$ cat config.mk
export PLATFORM = sky130hd
export DESIGN_NAME = spi_flash_seq
export DESIGN_NICKNAME = d
export VERILOG_FILES = /design/src/rtl/spi_flash_seq.sv
export SDC_FILE = /design/constraint.sdc
export NUM_CORES = 1
export LEC_CHECK = 0
export ABC_CLOCK_PERIOD_IN_PS = 3100
export BUFFER_PORTS_ARGS = -buffer_cell sky130_fd_sc_hd__buf_4
export CAP_MARGIN = 10
export CORE_UTILIZATION = 53
export CTS_CLUSTER_DIAMETER = 100
export CTS_CLUSTER_SIZE = 12
export DETAILED_ROUTE_END_ITERATION = 16
export PLACE_DENSITY = 0.78
export SYNTH_ARGS = -nofsm -noshare
export SYNTH_HDL_FRONTEND = slang
export SYNTH_SLANG_ARGS = --single-unit
$ cat constraint.sdc
create_clock -name clk -period 3.1 [get_ports clk]
set_input_delay 0.155 -clock clk [delete_from_list [all_inputs] [get_ports clk]]
set_output_delay 0.155 -clock clk [all_outputs]
set_load 0.02 [all_outputs]
$ cat src/rtl/spi_flash_seq.sv
// rtl/spi_flash_seq.sv - flash READ sequencer and SPI-master owner arbiter
// Host register accesses pass straight through unless the sequencer owns the SPI master.
module spi_flash_seq #(
    parameter logic [7:0] READ_CMD     = 8'h03,
    parameter logic [7:0] CS_SEL       = 8'h01,
    parameter logic [7:0] CS_NONE      = 8'h00,
    parameter int         POLL_TIMEOUT = 1024
) (
    input  logic        clk,
    input  logic        reset,
    input  logic [7:0]  host_d_i,
    output logic [7:0]  host_d_o,
    input  logic        host_wr_i,
    input  logic        host_rd_i,
    input  logic        host_cs_ctrl_i,
    input  logic        host_cs_stat_i,
    input  logic        host_cs_data_i,
    output logic [7:0]  spim_d_o,
    input  logic [7:0]  spim_d_i,
    output logic        spim_wr_o,
    output logic        spim_rd_o,
    output logic        spim_cs_ctrl_o,
    output logic        spim_cs_stat_o,
    output logic        spim_cs_data_o,
    input  logic        start_i,
    input  logic [23:0] addr_i,
    input  logic [15:0] len_i,
    output logic [7:0]  rd_data_o,
    output logic        rd_valid_o,
    input  logic        rd_ready_i,
    input  logic        abort_i,
    output logic        busy_o,
    output logic        done_o,
    output logic        err_o
);
    localparam int TW = $clog2(POLL_TIMEOUT + 1);
    localparam logic [TW-1:0] POLL_LIMIT = TW'(POLL_TIMEOUT);

    typedef enum logic [3:0] {
        S_IDLE, S_SEL, S_GAP, S_CMD, S_A2, S_A1, S_A0, S_DUMMY,
        S_POLL, S_FETCH, S_CAPT, S_OUT, S_DESEL, S_DONE
    } state_t;

    state_t         state, ret;
    logic [23:0]    addr_q;
    logic [15:0]    remain;
    logic [1:0]     poll_ph;
    logic [TW-1:0]  poll_cnt;
    logic [7:0]     seq_d;
    logic           seq_wr, seq_rd, seq_ctrl, seq_stat, seq_data;

    // Owner is the sequencer exactly while busy_o is high.
    assign spim_d_o       = busy_o ? seq_d    : host_d_i;
    assign spim_wr_o      = busy_o ? seq_wr   : host_wr_i;
    assign spim_rd_o      = busy_o ? seq_rd   : host_rd_i;
    assign spim_cs_ctrl_o = busy_o ? seq_ctrl : host_cs_ctrl_i;
    assign spim_cs_stat_o = busy_o ? seq_stat : host_cs_stat_i;
    assign spim_cs_data_o = busy_o ? seq_data : host_cs_data_i;
    assign host_d_o       = busy_o ? 8'h80    : spim_d_i;

    always_ff @(posedge clk) begin
        if (reset) begin
            state <= S_IDLE;     ret <= S_IDLE;
            addr_q <= '0;        remain <= '0;
            poll_ph <= '0;       poll_cnt <= '0;
            seq_d <= '0;         seq_wr <= 1'b0;  seq_rd <= 1'b0;
            seq_ctrl <= 1'b0;    seq_stat <= 1'b0; seq_data <= 1'b0;
            rd_data_o <= '0;     rd_valid_o <= 1'b0;
            busy_o <= 1'b0;      done_o <= 1'b0;  err_o <= 1'b0;
        end else begin
            // Strobes are single-cycle pulses; each issuing state sets them for one cycle.
            seq_wr <= 1'b0; seq_rd <= 1'b0;
            seq_ctrl <= 1'b0; seq_stat <= 1'b0; seq_data <= 1'b0;
            done_o <= 1'b0;
            if (busy_o && abort_i && state != S_DESEL && state != S_DONE) begin
                if (state == S_OUT && rd_ready_i) remain <= remain - 16'd1;
                err_o      <= 1'b1;
                rd_valid_o <= 1'b0;
                state      <= S_DESEL;
            end else begin
                case (state)
                    S_IDLE: if (start_i) begin
                        addr_q <= addr_i;
                        remain <= len_i;
                        err_o  <= 1'b0;
                        if (len_i == 16'd0) done_o <= 1'b1;
                        else begin
                            busy_o <= 1'b1;
                            state  <= S_SEL;
                        end
                    end
                    S_SEL: begin
                        seq_wr <= 1'b1; seq_ctrl <= 1'b1; seq_d <= CS_SEL;
                        ret <= S_CMD; state <= S_GAP;
                    end
                    S_GAP: state <= ret;
                    S_CMD, S_A2, S_A1, S_A0, S_DUMMY: begin
                        seq_wr <= 1'b1; seq_data <= 1'b1;
                        poll_ph <= 2'd0; poll_cnt <= '0;
                        state <= S_POLL;
                        case (state)
                            S_CMD:   begin seq_d <= READ_CMD;      ret <= S_A2;    end
                            S_A2:    begin seq_d <= addr_q[23:16]; ret <= S_A1;    end
                            S_A1:    begin seq_d <= addr_q[15:8];  ret <= S_A0;    end
                            S_A0:    begin seq_d <= addr_q[7:0];   ret <= S_DUMMY; end
                            default: begin seq_d <= 8'hFF;         ret <= S_FETCH; end
                        endcase
                    end
                    // Phase 0 is the gap after the data write, 1 issues a STAT read, 2 checks it.
                    S_POLL: begin
                        poll_cnt <= poll_cnt + 1'b1;
                        if (poll_ph == 2'd2 && !spim_d_i[7]) state <= ret;
                        else if (poll_cnt == POLL_LIMIT) begin
                            err_o <= 1'b1;
                            state <= S_DESEL;
                        end else if (poll_ph == 2'd1) begin
                            seq_rd <= 1'b1; seq_stat <= 1'b1;
                            poll_ph <= 2'd2;
                        end else poll_ph <= 2'd1;
                    end
                    S_FETCH: begin
                        seq_rd <= 1'b1; seq_data <= 1'b1;
                        state <= S_CAPT;
                    end
                    S_CAPT: begin
                        rd_data_o  <= spim_d_i;
                        rd_valid_o <= 1'b1;
                        state      <= S_OUT;
                    end
                    S_OUT: if (rd_ready_i) begin
                        rd_valid_o <= 1'b0;
                        remain     <= remain - 16'd1;
                        state      <= (remain == 16'd1) ? S_DESEL : S_DUMMY;
                    end
                    S_DESEL: begin
                        seq_wr <= 1'b1; seq_ctrl <= 1'b1; seq_d <= CS_NONE;
                        state <= S_DONE;
                    end
                    S_DONE: begin
                        done_o <= 1'b1;
                        busy_o <= 1'b0;
                        state  <= S_IDLE;
                    end
                    default: state <= S_IDLE;
                endcase
            end
        end
    end
endmodule

# After elaboration in Yosys (flattened, before gate mapping)
# Index checks and enable logic that the tools add are counted.
# Widths: inputs -> output; s select.
[op_classes]
n_mux = 49
reduce_logical = 33
eq_ne = 32
add_sub_neg = 2
n_bitwise = 2
[op_table]
columns = ["op", "count"]
rows = [
  ["$mux 16", 4],
  ["$pmux 4 s9", 1],
  ["$pmux 16 s2", 1],
  ["$pmux 8 s4", 1],
  ["$mux 4", 7],
  ["$eq 4x4->1 const B", 6],
  ["$pmux 8 s3", 1],
  ["$reduce_and 4->1", 6],
  ["$pmux 11 s2", 1],
  ["$mux 1", 20],
  ["$ne 3x3->1 const B", 6],
  ["$eq 16x1->1 const B", 1],
  ["$eq 4x3->1 const B", 4],
  ["$logic_not 16->1", 1],
  ["$mux 8", 2],
  ["$pmux 4 s4", 1],
  ["$sub 16x1->16 const B", 1],
  ["$ne 4x4->1 const B", 3],
  ["$add 11x1->11 const B", 1],
  ["$eq 11x11->1 const B", 1],
  ["$ne 2x2->1 const B", 5],
  ["$pmux 1 s2", 5],
  ["$reduce_and 2->1", 5],
  ["$reduce_bool 3->1", 3],
  ["other kinds (19)", 31],
]
[word_totals]
word_cells = 136
in_bits = 66
reg_bits = 86

# Logic depth before layout (Yosys ltp)
[logic_depth]
depth_word = 5
depth_mapped = 8

# Worst setup path after synthesis
# OpenSTA, ideal clock, no wires.
[synth_timing]
path_type = "register to register"
startpoint = "reg state[3]"
endpoint = "reg remain[15]"
synth_period_minus_slack_ps = 1836
setup_ps = 132
setup_slack_ps = 1264
path_stages_with_launch = 9
t_arrival_ps = 1703
path_cell_list = "dfxtp_1 buf_6 and4b_1 buf_2 a311o_1 buf_6 and2_0 a222oi_1 a21oi_1"
[synth_via]
elab_chain_len = 5
[synth_rtl]
columns = ["item", "line", "rtl"]
rows = [
  ["start: declaration", "44", "state_t state, ret;"],
  ["start signal: assignment", "96", "S_GAP: state <= ret;"],
  ["start signal: assignment", "112", "if (poll_ph == 2'd2 && !spim_d_i[7]) state <= ret;"],
  ["start signal: assignment", "133", "state <= (remain == 16'd1) ? S_DESEL : S_DUMMY;"],
  ["$ne 4x4->1", "75", "if (busy_o && abort_i && state != S_DESEL && state != S_DONE) begin"],
  ["$logic_and 1x1->1 (2 in series)", "75", ""],
  ["$ne 3x3->1 (no line) (tied with other cells)", "-", ""],
  ["$reduce_and 4->1 (no line)", "-", ""],
  ["end signal: assignment", "76", "if (state == S_OUT && rd_ready_i) remain <= remain - 16'd1;"],
  ["end signal: assignment", "84", "remain <= len_i;"],
  ["end signal: assignment", "132", "remain <= remain - 16'd1;"],
  ["end: declaration", "46", "logic [15:0] remain;"],
]
# Several ways; a longest one is shown, not always the timed one.
# A chain may end at the register's enable or synchronous reset.

# Worst setup path in the final report
[layout_timing]
startpoint = "reg busy_o"
endpoint = "reg remain[13]"
[layout_via]
elab_chain_len = 5
[layout_rtl]
columns = ["item", "line", "rtl"]
rows = [
  ["start: declaration", "32", "output logic busy_o,"],
  ["start signal: assignment", "69", "busy_o <= 1'b0; done_o <= 1'b0; err_o <= 1'b0;"],
  ["start signal: assignment", "88", "busy_o <= 1'b1;"],
  ["start signal: assignment", "141", "busy_o <= 1'b0;"],
  ["$logic_and 1x1->1 (*) (3 in series)", "75", ""],
  ["$ne 3x3->1 (no line) (tied with other cells)", "-", ""],
  ["$reduce_and 4->1 (no line)", "-", ""],
]
# Every way passes the cells marked *; elsewhere a longest branch is shown, timed or not.

==> metrics <==
Worst path slowest cell=nor2_1; row count=33; Comb pwr share=45.1%; Die X-Extent=94.24 um; EDFF count, synth=0; post-route ant nets=0; Nets=720; status=completed; vias in the first global route=3840; Post-CTS Resized=0; Synth Register Bits=86; CTS tree=built; Clk pwr share=18.2%; relative slew slack=45.78%; maximum VDD drop=0.3852 mV; TNS Setup=0 ns; Yosys top cell by area=dfxtp_1; cell with the most instances after synthesis=dfxtp_1; Sw Share=42.63%; Post-Syn Instances=571; Final Power=4.217 mW; WL final=10.93 mm; CTS sink count=86; net switching power=1.798 mW; post-CTS setup buffer count=0; drt first pass iters=5; Yosys Warn Count=0; Reg clk slew, reported paths=0.11 ns; largest net degree at the start of global routing=68; # DRC=0; post-synth cell types=64; io pins=99; Final Setup Violations=0; worst slack at placement=0.7557 ns; Startpoint Class=register; GRT Util Overall=25.17%; Util after Layout=66.44%; post-DP HPWL=7.657 mm; total die area=0.008881 mm2; Synth Area per Inst=7.897 um2; first-pass GRT wire length=17.80 mm; Final WS setup=0.6808 ns; CP endpoint kind=register; final-report max-slew violation count=0; CP bufs+invs=0; max_cap viols=0; placed insts=744; Initial DRC Count=360; async set-or-reset flop fraction in the synthesized netlist=0%; CP Max Fanout=17; crit path kind=reg -> reg; htree depth=3; Max Root-Sink Buffers=2; Int Pwr=2.419 mW; Final GP Congestion=0.9119; Hold Vio Cnt, Final=0; drt via density=5.800; WL/cell=14.38 um; # diodes=0; Static Leak=2.181 nW; layout cells sized above 1=22.14%; worst min path class=in -> reg; fin area=0.005459 mm2; Power Density=772.4 mW/mm2; Post-Layout Cell Count=760; hold bufs inserted after CTS=0; die height=94.24 um; Yosys top cell area share=38.18%; top post-synthesis cells by count=dfxtp_1 (86), nand2_1 (81), a21oi_1 (68); via count=4408; period utilization=78.04%; worst r2r path cells=5; RSZ-0062 raised after global routing=false; critical path arrival=2.71 ns; cells along the critical path=nand2_1 -> and3_1 -> nor2_1 -> o21ai_0 -> a21oi_1; Max Clock Freq=413.4 MHz; prevailing post-synth register cell=dfxtp_1; Core ar.=0.008217 mm2; grt total ovfl=0; Slew @ Worst Pin=0.8103 ns; sequential-to-total area share from yosys stat=38.18%; Mapped Area=0.004509 mm2; Area Growth Syn to Fin=21.06%; initial antenna violation count=0; TritonCTS Buffers=9; worst skew pair latency=0.37 ns; Final min period=2.419 ns; # port buffers=98; Post-DP Area=0.005266 mm2; clk root buf=clkbuf_8; Initial Utilization=54.88%; largest cells by area after synthesis=dfxtp_1 (38%), a21oi_1 (7.5%), nand2_1 (6.7%); Crit path largest cell delay=0.63 ns; Setup Skew=0.01734 ns; CP Depth=5; post-synth net total=641; hold depth=3; cell family with most CP delay=simple AND/OR/NAND/NOR gates; hold slack=0.01957 ns; CP Data Required Time=3.39 ns; sequential share of power=36.7%
kinds of logic after synthesis:
kind of cell / share of synthesized area (%)
fa+ha+maj: 1.110
simple gates: 25.61
compound gates: 21.03
buf+inv: 5.022
flops: 38.18
xor+xnor: 1.748
mux: 7.297
state kept, by name, indices dropped and copies added, names as in the netlist, 2 cells and up:
name       cells
addr_q        24
poll_cnt      11
poll_ph        2
rd_data_o      8
remain        16
ret            4
seq_d          8
state          4
layout by cell type (no fill, tap or decap), types with 5 or more instances in the layout:
cell type  count
buf_4        107
dfxtp_1       86
nand2_1       81
a21oi_1       68
nor2_1        55
o21ai_0       35
mux2i_1       16
nand3_1       15
mux2_2        14
inv_1         13
nor2b_1       13
nor3_1        11
a22oi_1       11
xor2_1         9
clkbuf_8       9
nor4_1         8
and2_1         6
and3_1         6
a2bb2oi_1      6
nand4_1        5
path summary, 6_finish.rpt:
check              from    endpoint  slack, ns
max              busy_o  remain[13]       0.68
max reg2reg      busy_o  remain[13]       0.68
min reg2reg  addr_q[14]  addr_q[14]       0.46
min          addr_i[14]  addr_q[14]       0.02
power by group through the flow:
stage | registers, mW | clock network (mW) | logic (mW)
floorplan | 1.49 | 0 | 1.45
finish | 1.55 | 0.768 | 1.90
CTS | 1.54 | 0.784 | 1.89
detailed placement | 1.57 | 0 | 1.88
global route | 1.58 | 0.830 | 2.11
global placement | 1.55 | 0 | 1.85
worst register-to-register path, delay by kind of cell, from the launching register on:
family / cells / cell delay (ns)
flip-flops: 1 / 0.55
AND/OR/NAND/NOR: 3 / 1.42
AO/OA/AOI/OAI: 2 / 0.38
cell type report:
type	instances	area, um2
clock buffers	9	123.9
flip-flops and latches	86	1722
inverters	13	48.80
clock inverters	7	68.82
multi-input cells	433	2561
repair buffers	107	803.3
fillers	722	2758
well taps	105	131.4
metal layers:
metal  vias up  share of wire (%)  track usage [%]
li1       2188                  -                -
met1      2024                 45            33.02
met2       184                 46            40.52
met3        12                7.3            5.421
met4         0                1.5            8.718
met5         -                  0                0
Note: power is estimated with default switching activity, not from simulation.
